**src/rtl/buzzer_tone_gen.sv**
```systemverilog
// buzzer_tone_gen: square-wave pitch generator for the on-board buzzer.
// Takes the sequencer's note code and octave and produces a glitch-free
// square wave whose pitch only changes at half-period boundaries.
//
// Optional feature macro: BUZZER_VOLUME_EN (adds 2-bit PWM volume control).
//
// Ports:
//   clk          system clock
//   reset        synchronous, active-high reset
//   enable       1 = play, 0 = forced rest
//   note_in      note code: 1..7 = do..si, 0 and 8..15 = rest (15 = end marker)
//   octave_in    0 = low, 1 = middle, 2/3 = high
//   volume       (BUZZER_VOLUME_EN only) duty gate, 3 = always on
//   buzzer       square wave to the buzzer pin
//   tone_active  1 while a tone is sounding
//   note_start   one-cycle pulse when a new pitch begins sounding
module buzzer_tone_gen #(
    parameter int unsigned CLK_HZ = 100_000_000,
    parameter int unsigned CNT_W  = 20
) (
    input  logic       clk,
    input  logic       reset,
    input  logic       enable,
    input  logic [3:0] note_in,
    input  logic [1:0] octave_in,
`ifdef BUZZER_VOLUME_EN
    input  logic [1:0] volume,
`endif
    output logic       buzzer,
    output logic       tone_active,
    output logic       note_start
);

    // Middle-octave half-period counts, folded at elaboration time
    localparam int unsigned HALF_C = CLK_HZ / (2 * 262);
    localparam int unsigned HALF_D = CLK_HZ / (2 * 294);
    localparam int unsigned HALF_E = CLK_HZ / (2 * 330);
    localparam int unsigned HALF_F = CLK_HZ / (2 * 349);
    localparam int unsigned HALF_G = CLK_HZ / (2 * 392);
    localparam int unsigned HALF_A = CLK_HZ / (2 * 440);
    localparam int unsigned HALF_B = CLK_HZ / (2 * 494);

    // Parameter sanity: shortest count must allow a counter compare, longest must fit
    if ((HALF_B >> 1) < 2) begin : g_chk_min_half
        $error("buzzer_tone_gen: high-B half-period count below 2");
    end
    if (((HALF_C * 2) >> CNT_W) != 0) begin : g_chk_max_half
        $error("buzzer_tone_gen: low-C half-period count exceeds CNT_W");
    end

    typedef enum logic {
        IDLE = 1'b0,
        TONE = 1'b1
    } state_t;

    state_t             state_q, state_d;
    logic [CNT_W-1:0]   counter_q, counter_d;
    logic [CNT_W-1:0]   cur_half_q, cur_half_d;
    logic               buzzer_sq_q, buzzer_sq_d;
    logic               note_start_q, note_start_d;
    logic               tone_active_q;
    logic [CNT_W-1:0]   mid_half_c;
    logic [CNT_W-1:0]   req_half_c;

    // Middle-octave count for the note code; rests map to 0
    always_comb begin
        mid_half_c = '0;
        case (note_in)
            4'd1:    mid_half_c = CNT_W'(HALF_C);
            4'd2:    mid_half_c = CNT_W'(HALF_D);
            4'd3:    mid_half_c = CNT_W'(HALF_E);
            4'd4:    mid_half_c = CNT_W'(HALF_F);
            4'd5:    mid_half_c = CNT_W'(HALF_G);
            4'd6:    mid_half_c = CNT_W'(HALF_A);
            4'd7:    mid_half_c = CNT_W'(HALF_B);
            default: mid_half_c = '0;
        endcase
    end

    // Requested half-period after octave scaling; 0 means silence
    always_comb begin
        req_half_c = '0;
        if (enable) begin
            case (octave_in)
                2'd0:    req_half_c = mid_half_c << 1;
                2'd1:    req_half_c = mid_half_c;
                default: req_half_c = mid_half_c >> 1;
            endcase
        end
    end

    // Next-state and output logic
    always_comb begin
        state_d      = state_q;
        counter_d    = counter_q;
        cur_half_d   = cur_half_q;
        buzzer_sq_d  = buzzer_sq_q;
        note_start_d = 1'b0;
        case (state_q)
            IDLE: begin
                buzzer_sq_d = 1'b0;
                counter_d   = '0;
                if (req_half_c != '0) begin
                    cur_half_d   = req_half_c;
                    buzzer_sq_d  = 1'b1;
                    note_start_d = 1'b1;
                    state_d      = TONE;
                end
            end
            TONE: begin
                if (req_half_c == '0) begin
                    // Silence immediately, no boundary wait
                    buzzer_sq_d = 1'b0;
                    counter_d   = '0;
                    cur_half_d  = '0;
                    state_d     = IDLE;
                end else if (counter_q == cur_half_q - CNT_W'(1)) begin
                    // Half-period boundary: the only point a new pitch is adopted
                    counter_d    = '0;
                    buzzer_sq_d  = ~buzzer_sq_q;
                    cur_half_d   = req_half_c;
                    note_start_d = (req_half_c != cur_half_q);
                end else begin
                    counter_d = counter_q + CNT_W'(1);
                end
            end
            default: begin
                state_d     = IDLE;
                buzzer_sq_d = 1'b0;
                counter_d   = '0;
                cur_half_d  = '0;
            end
        endcase
    end

    // State register
    always_ff @(posedge clk) begin
        if (reset) begin
            state_q       <= IDLE;
            counter_q     <= '0;
            cur_half_q    <= '0;
            buzzer_sq_q   <= 1'b0;
            note_start_q  <= 1'b0;
            tone_active_q <= 1'b0;
        end else begin
            state_q       <= state_d;
            counter_q     <= counter_d;
            cur_half_q    <= cur_half_d;
            buzzer_sq_q   <= buzzer_sq_d;
            note_start_q  <= note_start_d;
            tone_active_q <= (state_d == TONE);
        end
    end

`ifdef BUZZER_VOLUME_EN
    logic [1:0] pwm_cnt_q, pwm_cnt_d;
    logic       buzzer_q;

    assign pwm_cnt_d = pwm_cnt_q + 2'd1;

    // Volume gate: square wave ANDed with a free-running 4-step duty window
    always_ff @(posedge clk) begin
        if (reset) begin
            pwm_cnt_q <= 2'd0;
            buzzer_q  <= 1'b0;
        end else begin
            pwm_cnt_q <= pwm_cnt_d;
            buzzer_q  <= buzzer_sq_d & (pwm_cnt_d <= volume);
        end
    end

    assign buzzer = buzzer_q;
`else
    assign buzzer = buzzer_sq_q;
`endif

    assign tone_active = tone_active_q;
    assign note_start  = note_start_q;

endmodule

```
**config.mk**
```make
export PLATFORM = sky130hd
export DESIGN_NAME = buzzer_tone_gen
export DESIGN_NICKNAME = d
export VERILOG_FILES = /design/src/rtl/buzzer_tone_gen.sv
export SDC_FILE = /design/constraint.sdc
export NUM_CORES = 1
export LEC_CHECK = 0
export CAP_MARGIN = 10
export CORE_ASPECT_RATIO = 1.4
export CORE_MARGIN = 2
export CORE_UTILIZATION = 30
export DETAILED_ROUTE_END_ITERATION = 8
export PLACE_DENSITY_LB_ADDON = 0.05
export SLEW_MARGIN = 20
export SYNTH_ARGS = -nofsm -noshare
export SYNTH_HDL_FRONTEND = slang
export SYNTH_SLANG_ARGS = --single-unit
```
**constraint.sdc**
```tcl
create_clock -name clk -period 3.68 [get_ports clk]
set_clock_uncertainty 0.1 [all_clocks]
set_input_delay 0.736 -clock clk [delete_from_list [all_inputs] [get_ports clk]]
set_output_delay 0.736 -clock clk [all_outputs]
set_load 0.005 [all_outputs]
```
==> reports/metrics.csv, run 1 <==
stage,metric,value,unit
floorplanning,num_io_pins,12,
cts,numCtsBuffers,5,
placed_design,place_congestion,0.8806,
floorplanning,start_util,30.62,%
setup_path,path_class,input pin to flip-flop,
grt,grt_usage,17.99,%
cts,cts-hold-fix-buffers,0,
yosys,ys_warn_count,0,
cts,h-tree-depth,2,
placed_design,place_inst,599,
cts,cts_tree,done,
pwr,fin_total_pwr,1264,uW
sta,post-route-period-util,89.66,%
grt,grt_pass1_vias,3359,
floorplanning,die_h,131.0,um
pwr,ir_drop,162.0,uV
grt,grt_pass1_wl,17.11,mm
yosys,synthArstFlopShare,0,%
yosys,synthesis.nets,460,
pwr,leakage,0.001493,uW
status,run_status,completed,
sta,fin_setup_tns,0,ns
pwr,switching_share,29.74,%
run,drv_cap,0,
cts,clk_latency,0.28,ns
grt,grt_start_max_net_pins,25,
placed_design,dpl_cell_area,3822,um2
yosys,synth_top_family_by_area,simple AND/OR/NAND/NOR gates,
final_layout,finalInstanceArea,3961,um2
yosys,synth_top_cells_by_area,"dfxtp_1, xnor2_1, xor2_1, nor2_1, o21ai_0",
yosys,synth_fa_ha_area_share,0.7244,%
sta,hold_violations,0,
detailed_routing,detail_route.wl_per_cell,17.11,um
final_layout,final_nets,473,
hold_path,whs_path_depth,1,
floorplanning,die-area,12400,um2
detailed_routing,wirelength,10.35,mm
hold_path,hold_class,flip-flop to flip-flop,
floorplanning,rows,46,
detailed_routing,via_per_inst,5.349,
final_layout,fillCellCount,1284,
grt,overflow,0,
cts,clk_pin_slew,0.06,ns
sta,clock.fmax,303.1,MHz
yosys,synthCells,449,
yosys,yosys.area_share.simple,27.63,%
cts,clockBufferDepth,2,
sta,worstMarginPinSlew,0.5305,ns
yosys,synth-seq-area-share,24.34,%
sta,maxSlewViolCount,0,
yosys,synthMuxAreaShare,6.338,%
setup_path,start_kind,input pin,
final_layout,area_growth,14.67,%
cts,cts.repair.resized,0,
yosys,synth-main-ff-cell,dfxtp_1,
detailed_routing,drc_errors,0,
pwr,internal_power,888.0,uW
setup_path,cp.arrival,3.38,ns
pwr,p_seq_share,38.4,%
pwr,power.density,319.1,nW/um2
detailed_routing,firstDrtPassIters,4,
floorplanning,die_x,94.69,um
placed_design,dp_hpwl,8.193,mm
detailed_routing,drtAntennaViolNets,0,
detailed_routing,num_vias,3236,
final_layout,diodes,0,
detailed_routing,drt_first_iter_violations,132,
grt,antenna_found_initial,0,
yosys,synth-edff-count,0,
cts,cts_setup_buffers,0,
pwr,combPwrFrac,27.6,%
sta,finalSetupViolations,0,
sta,slew_headroom,64.50,%
pwr,p_switching,375.9,uW
yosys,synth_xor_area_share,14.20,%
yosys,yosysUniqueCellTypes,67,
setup_path,path_max_fanout,11,
floorplanning,core,11280,um2
yosys,syn-cell-area,3455,um2
setup_path,worstSetupEndpointType,flip-flop,
yosys,synth.top_cell.area_share,24.34,%
yosys,synth_seq_cells,42,
placed_design,port_buffers,11,
setup_path,required,3.76,ns
sta,holdWs,0.3862,ns
yosys,avgSynthCellArea,7.694,um2
yosys,synth_top_area_cell,dfxtp_1,
sta,rsz0062_at_grt,no,
setup_path,r2r_setup_slack,0.43,ns
cts,clock_sinks,42,
cts,cts_root_buffer,clkbuf_16,
final_layout,fin_cells,605,
sta,min_period,3.299,ns
setup_path,r2r_cells,11,
final_layout,drive_above_1_share,13.23,%
pwr,clkPwrFrac,34.0,%
yosys,synth_compound_area_share,20.57,%
==> stage by stage <==
stage | setup WS [ns] | util (%)
CTS | 0.3559 | 35.12
floorplan | 0.5751 | -
global route | 0.01759 | 35.12
global placement | 0.009275 | 33.88
finish | 0.3806 | 35.12
detailed placement | 0.07509 | 33.88
==> layout make-up <==
cell class                      count  area (um2)  share of cell area, %
Clock buffer                        6       138.9                  3.506
Inverter                           13       48.80                  1.232
Multi-Input combinational cell    360        2400                  60.58
Sequential cell                    42       840.8                  21.23
Tap cell                          144       180.2                  4.548
Timing Repair Buffer               40       352.8                  8.907
==> sequential cells by signal, indices dropped and copies added (netlist names) <==
name and cells:
buzzer 1, counter_q 20, cur_half_q 19, note_start 1, tone_active 1
==> critical path: stages <==
cell and delay (ns):
clkdlybuf4s50_1 0.54, buf_4 0.24, nor2_1 0.44, o21ai_0 0.18, a31oi_1 0.31, xnor2_1 0.18
o2111ai_1 0.13, nor4_1 0.23, nand4_1 0.19, o21a_1 0.20
==> cell families (layout without fill, tap and decap cells) <==
logic type	after synthesis	after routing
and+or+nand+nor	178	178
AOI/OAI and AO/OA	106	106
xor gates and xnor gates	56	56
buffers and inverters	47	59
DFF	42	42
muxes	18	18
adders and majority gates	2	2
==> power groups by stage <==
| stage | clock network (uW) | logic, uW | registers [uW] |
|---|---|---|---|
| 2_1_floorplan | 0 | 258 | 485 |
| 3_3_place_gp | 0 | 354 | 496 |
| 3_5_place_dp | 0 | 351 | 496 |
| 4_1_cts | 447 | 353 | 486 |
| 5_1_grt | 465 | 385 | 487 |
| 6_report | 430 | 349 | 485 |
==> cells in the final DEF, fill, tap and decap left out, drive strengths merged, types with 4 or more instances in the layout <==
cell / n
a21oi: 22
a31oi: 5
a32o: 6
and3: 11
buf: 29
clkbuf: 6
clkdlybuf4s50: 11
dfxtp: 42
inv: 13
mux2: 12
mux2i: 6
nand2: 28
nand2b: 4
nand3: 16
nand4: 8
nor2: 54
nor2b: 15
nor3: 11
nor4: 13
o2111ai: 4
o21ai: 30
o22ai: 4
xnor2: 30
xor2: 26
==> synth_stat cells, types with 4 or more instances <==
master      n
nor3_1     11
clkbuf_1   23
o21ai_0    30
a32o_1      6
mux2i_1     5
nand2_1    28
and3_1     11
dfxtp_1    42
nor4_1     10
nand4_1     7
inv_1      13
o2111ai_1   4
a21oi_1    22
buf_2       6
o22ai_1     4
nor2b_1    15
xor2_1     26
xnor2_1    30
nand3_1    16
mux2_2      9
a31oi_1     4
nand2b_1    4
nor2_1     53
==> final timing paths <==
kind / start / endpoint
worst max register to register: cur_half_q[1]$_SDFFE_PP0P_ / cur_half_q[5]$_SDFFE_PP0P_
worst min-delay path: counter_q[0]$_SDFF_PP0_ / counter_q[0]$_SDFF_PP0_
worst min register to register: counter_q[0]$_SDFF_PP0_ / counter_q[0]$_SDFF_PP0_
worst max-delay path: octave_in[0] / note_start$_SDFF_PP0_
==> routing by layer <==
metal	share of wire, %	up-vias	GRT usage (%)
li1	-	1622	-
met1	39	1517	19.09
met2	53	70	33.92
met3	2.8	27	2.408
met4	4.8	0	9.633
met5	0	-	0
Power figures use the tool's default switching activity.
==> run 2, diff against run 1 <==
--- a/config.mk
+++ b/config.mk
@@ -9,6 +9,7 @@
 export CORE_ASPECT_RATIO = 1.4
 export CORE_MARGIN = 2
 export CORE_UTILIZATION = 30
+export CTS_BUF_LIST = sky130_fd_sc_hd__clkbuf_16
 export DETAILED_ROUTE_END_ITERATION = 8
 export PLACE_DENSITY_LB_ADDON = 0.05
 export SLEW_MARGIN = 20
==> constraint.sdc (replaced) <==
create_clock -name clk -period 4 [get_ports clk]
set_clock_uncertainty 0.1 [all_clocks]
set_input_delay 0.8 -clock clk [delete_from_list [all_inputs] [get_ports clk]]
set_output_delay 0.8 -clock clk [all_outputs]
set_load 0.005 [all_outputs]
==> reports/metrics.csv, run 2 (synthesized netlist as in run 1, its figures left out) <==
stage,metric,value,unit
final_layout,largest_reg_flops,20,
detailed_routing,drt_first_iter_violations,134,
sta,min_period,3.454,ns
detailed_routing,detail_route.wl_per_cell,17.88,um
cts,cts_root_buffer,clkbuf_16,
sta,rsz0062_at_grt,no,
grt,overflow,0,
floorplanning,core,11280,um2
sta,fin_setup_tns,0,ns
floorplanning,die_h,131.0,um
placed_design,port_buffers,11,
cts,clk_pin_slew,0.06,ns
sta,clock.fmax,289.5,MHz
grt,grt_usage,18.18,%
sta,hold_violations,0,
run,drv_cap,0,
sta,maxSlewViolCount,0,
cts,cts-hold-fix-buffers,0,
final_layout,post-route-util,34.31,%
setup_path,start_kind,input pin,
final_layout,final_nets,465,
sta,post-route-period-util,86.34,%
placed_design,dp_hpwl,8.311,mm
grt,antenna_found_initial,0,
final_layout,diodes,0,
final_layout,area_growth,12.02,%
cts,h-tree-depth,2,
placed_design,place_inst,591,
hold_path,hold_class,flip-flop to flip-flop,
sta,slew_headroom,56.69,%
floorplanning,start_util,30.62,%
pwr,internal_power,790.2,uW
final_layout,drive_above_1_share,11.45,%
pwr,leakage,0.001445,uW
cts,cts_tree,done,
cts,clock_sinks,42,
sta,finalSetupViolations,0,
pwr,ir_drop,174.3,uV
setup_path,worstSetupEndpointType,flip-flop,
final_layout,layout_commonest_cell,nor2_1,
pwr,power.density,295.3,nW/um2
setup_path,path_class,input pin to flip-flop,
detailed_routing,num_vias,3257,
pwr,switching_share,30.86,%
floorplanning,rows,46,
floorplanning,die_x,94.69,um
final_layout,fin_cells,598,
setup_path,path_max_fanout,13,
cts,cts.repair.resized,0,
grt,grt_pass1_wl,17.15,mm
pwr,combPwrFrac,27.4,%
grt,grt_pass1_vias,3232,
grt,grt_start_max_net_pins,28,
cts,numCtsBuffers,5,
pwr,p_seq_share,39.2,%
setup_path,cp.arrival,3.53,ns
setup_path,r2r_cells,11,
floorplanning,die-area,12400,um2
status,run_status,completed,
detailed_routing,via_per_inst,5.446,
final_layout,reg.largest.list,"counter_q: 20 flops, cur_half_q: 19 flops",
final_layout,largest-register,counter_q,
detailed_routing,drtAntennaViolNets,0,
sta,worstMarginPinSlew,0.6472,ns
final_layout,layout_common_cells,"nor2_1, dfxtp_1, o21ai_0, xnor2_1, nand2_1",
hold_path,whs_path_depth,1,
detailed_routing,wirelength,10.69,mm
setup_path,required,4.08,ns
cts,cts_setup_buffers,0,
pwr,p_switching,352.7,uW
cts,clockBufferDepth,2,
floorplanning,num_io_pins,12,
detailed_routing,firstDrtPassIters,4,
pwr,clkPwrFrac,33.3,%
placed_design,place_congestion,0.8747,
detailed_routing,drc_errors,0,
cts,clk_latency,0.28,ns
[run 2: final cells by class]
class                      instances  area, um2
clock buffer                       5      125.1
clock inverter                     2      7.507
fill                            1255       7411
inverter                          13      48.80
multi-input combinational        360       2400
sequential                        42      840.8
tap                              144      180.2
timing repair buffer              32      267.8
[run 2: routing by layer]
metal  wire [um]  GRT usage [%]  share of wire, %  vias up
met2        5796          34.88                54       69
met1        4269          19.95                40     1550
li1            -              -                 -     1615
met3         236          1.606               2.2       23
met5           0              0                 0        -
met4         388          8.099               3.6        0
[run 2: critical path, cell delays in order]
cell and delay (ns):
clkdlybuf4s50_1 0.69, buf_4 0.28, nor2b_1 0.38, o21ai_0 0.15, a31oi_1 0.30, xnor2_1 0.16, o2111ai_1 0.13, nor4_1 0.25
nand4_1 0.17, o21a_1 0.20
[run 2: final timing paths]
kind                                            startpoint                          to  slack [ns]
worst min register to register     counter_q[0]$_SDFF_PP0_     counter_q[0]$_SDFF_PP0_        0.40
worst max-delay path                            note_in[0]       note_start$_SDFF_PP0_        0.55
worst max register to register  cur_half_q[1]$_SDFFE_PP0P_  cur_half_q[9]$_SDFFE_PP0P_        0.55
worst min-delay path               counter_q[0]$_SDFF_PP0_     counter_q[0]$_SDFF_PP0_        0.40
[run 2: per-stage QoR]
step | total power, uW | hold slack (ns) | setup WS (ns) | instance area (um2)
2_1_floorplan | 683.3 | 0.3513 | 0.8951 | 3455
3_3_place_gp | 773.0 | 0.3735 | 0.1737 | 3737
3_5_place_dp | 772.5 | 0.3828 | 0.2431 | 3737
4_1_cts | 1160 | 0.3983 | 0.4584 | 3870
5_1_grt | 1206 | 0.4109 | 0.3055 | 3870
6_report | 1143 | 0.3963 | 0.5463 | 3870
[run 2: power by group through the flow]
stage                     clock [uW]  sequential (uW)  combinational, uW
final                            381              448                313
after CTS                        396              448                316
after floorplan                    0              446                237
after global routing             413              450                343
after detailed placement           0              458                315
after global placement             0              458                315
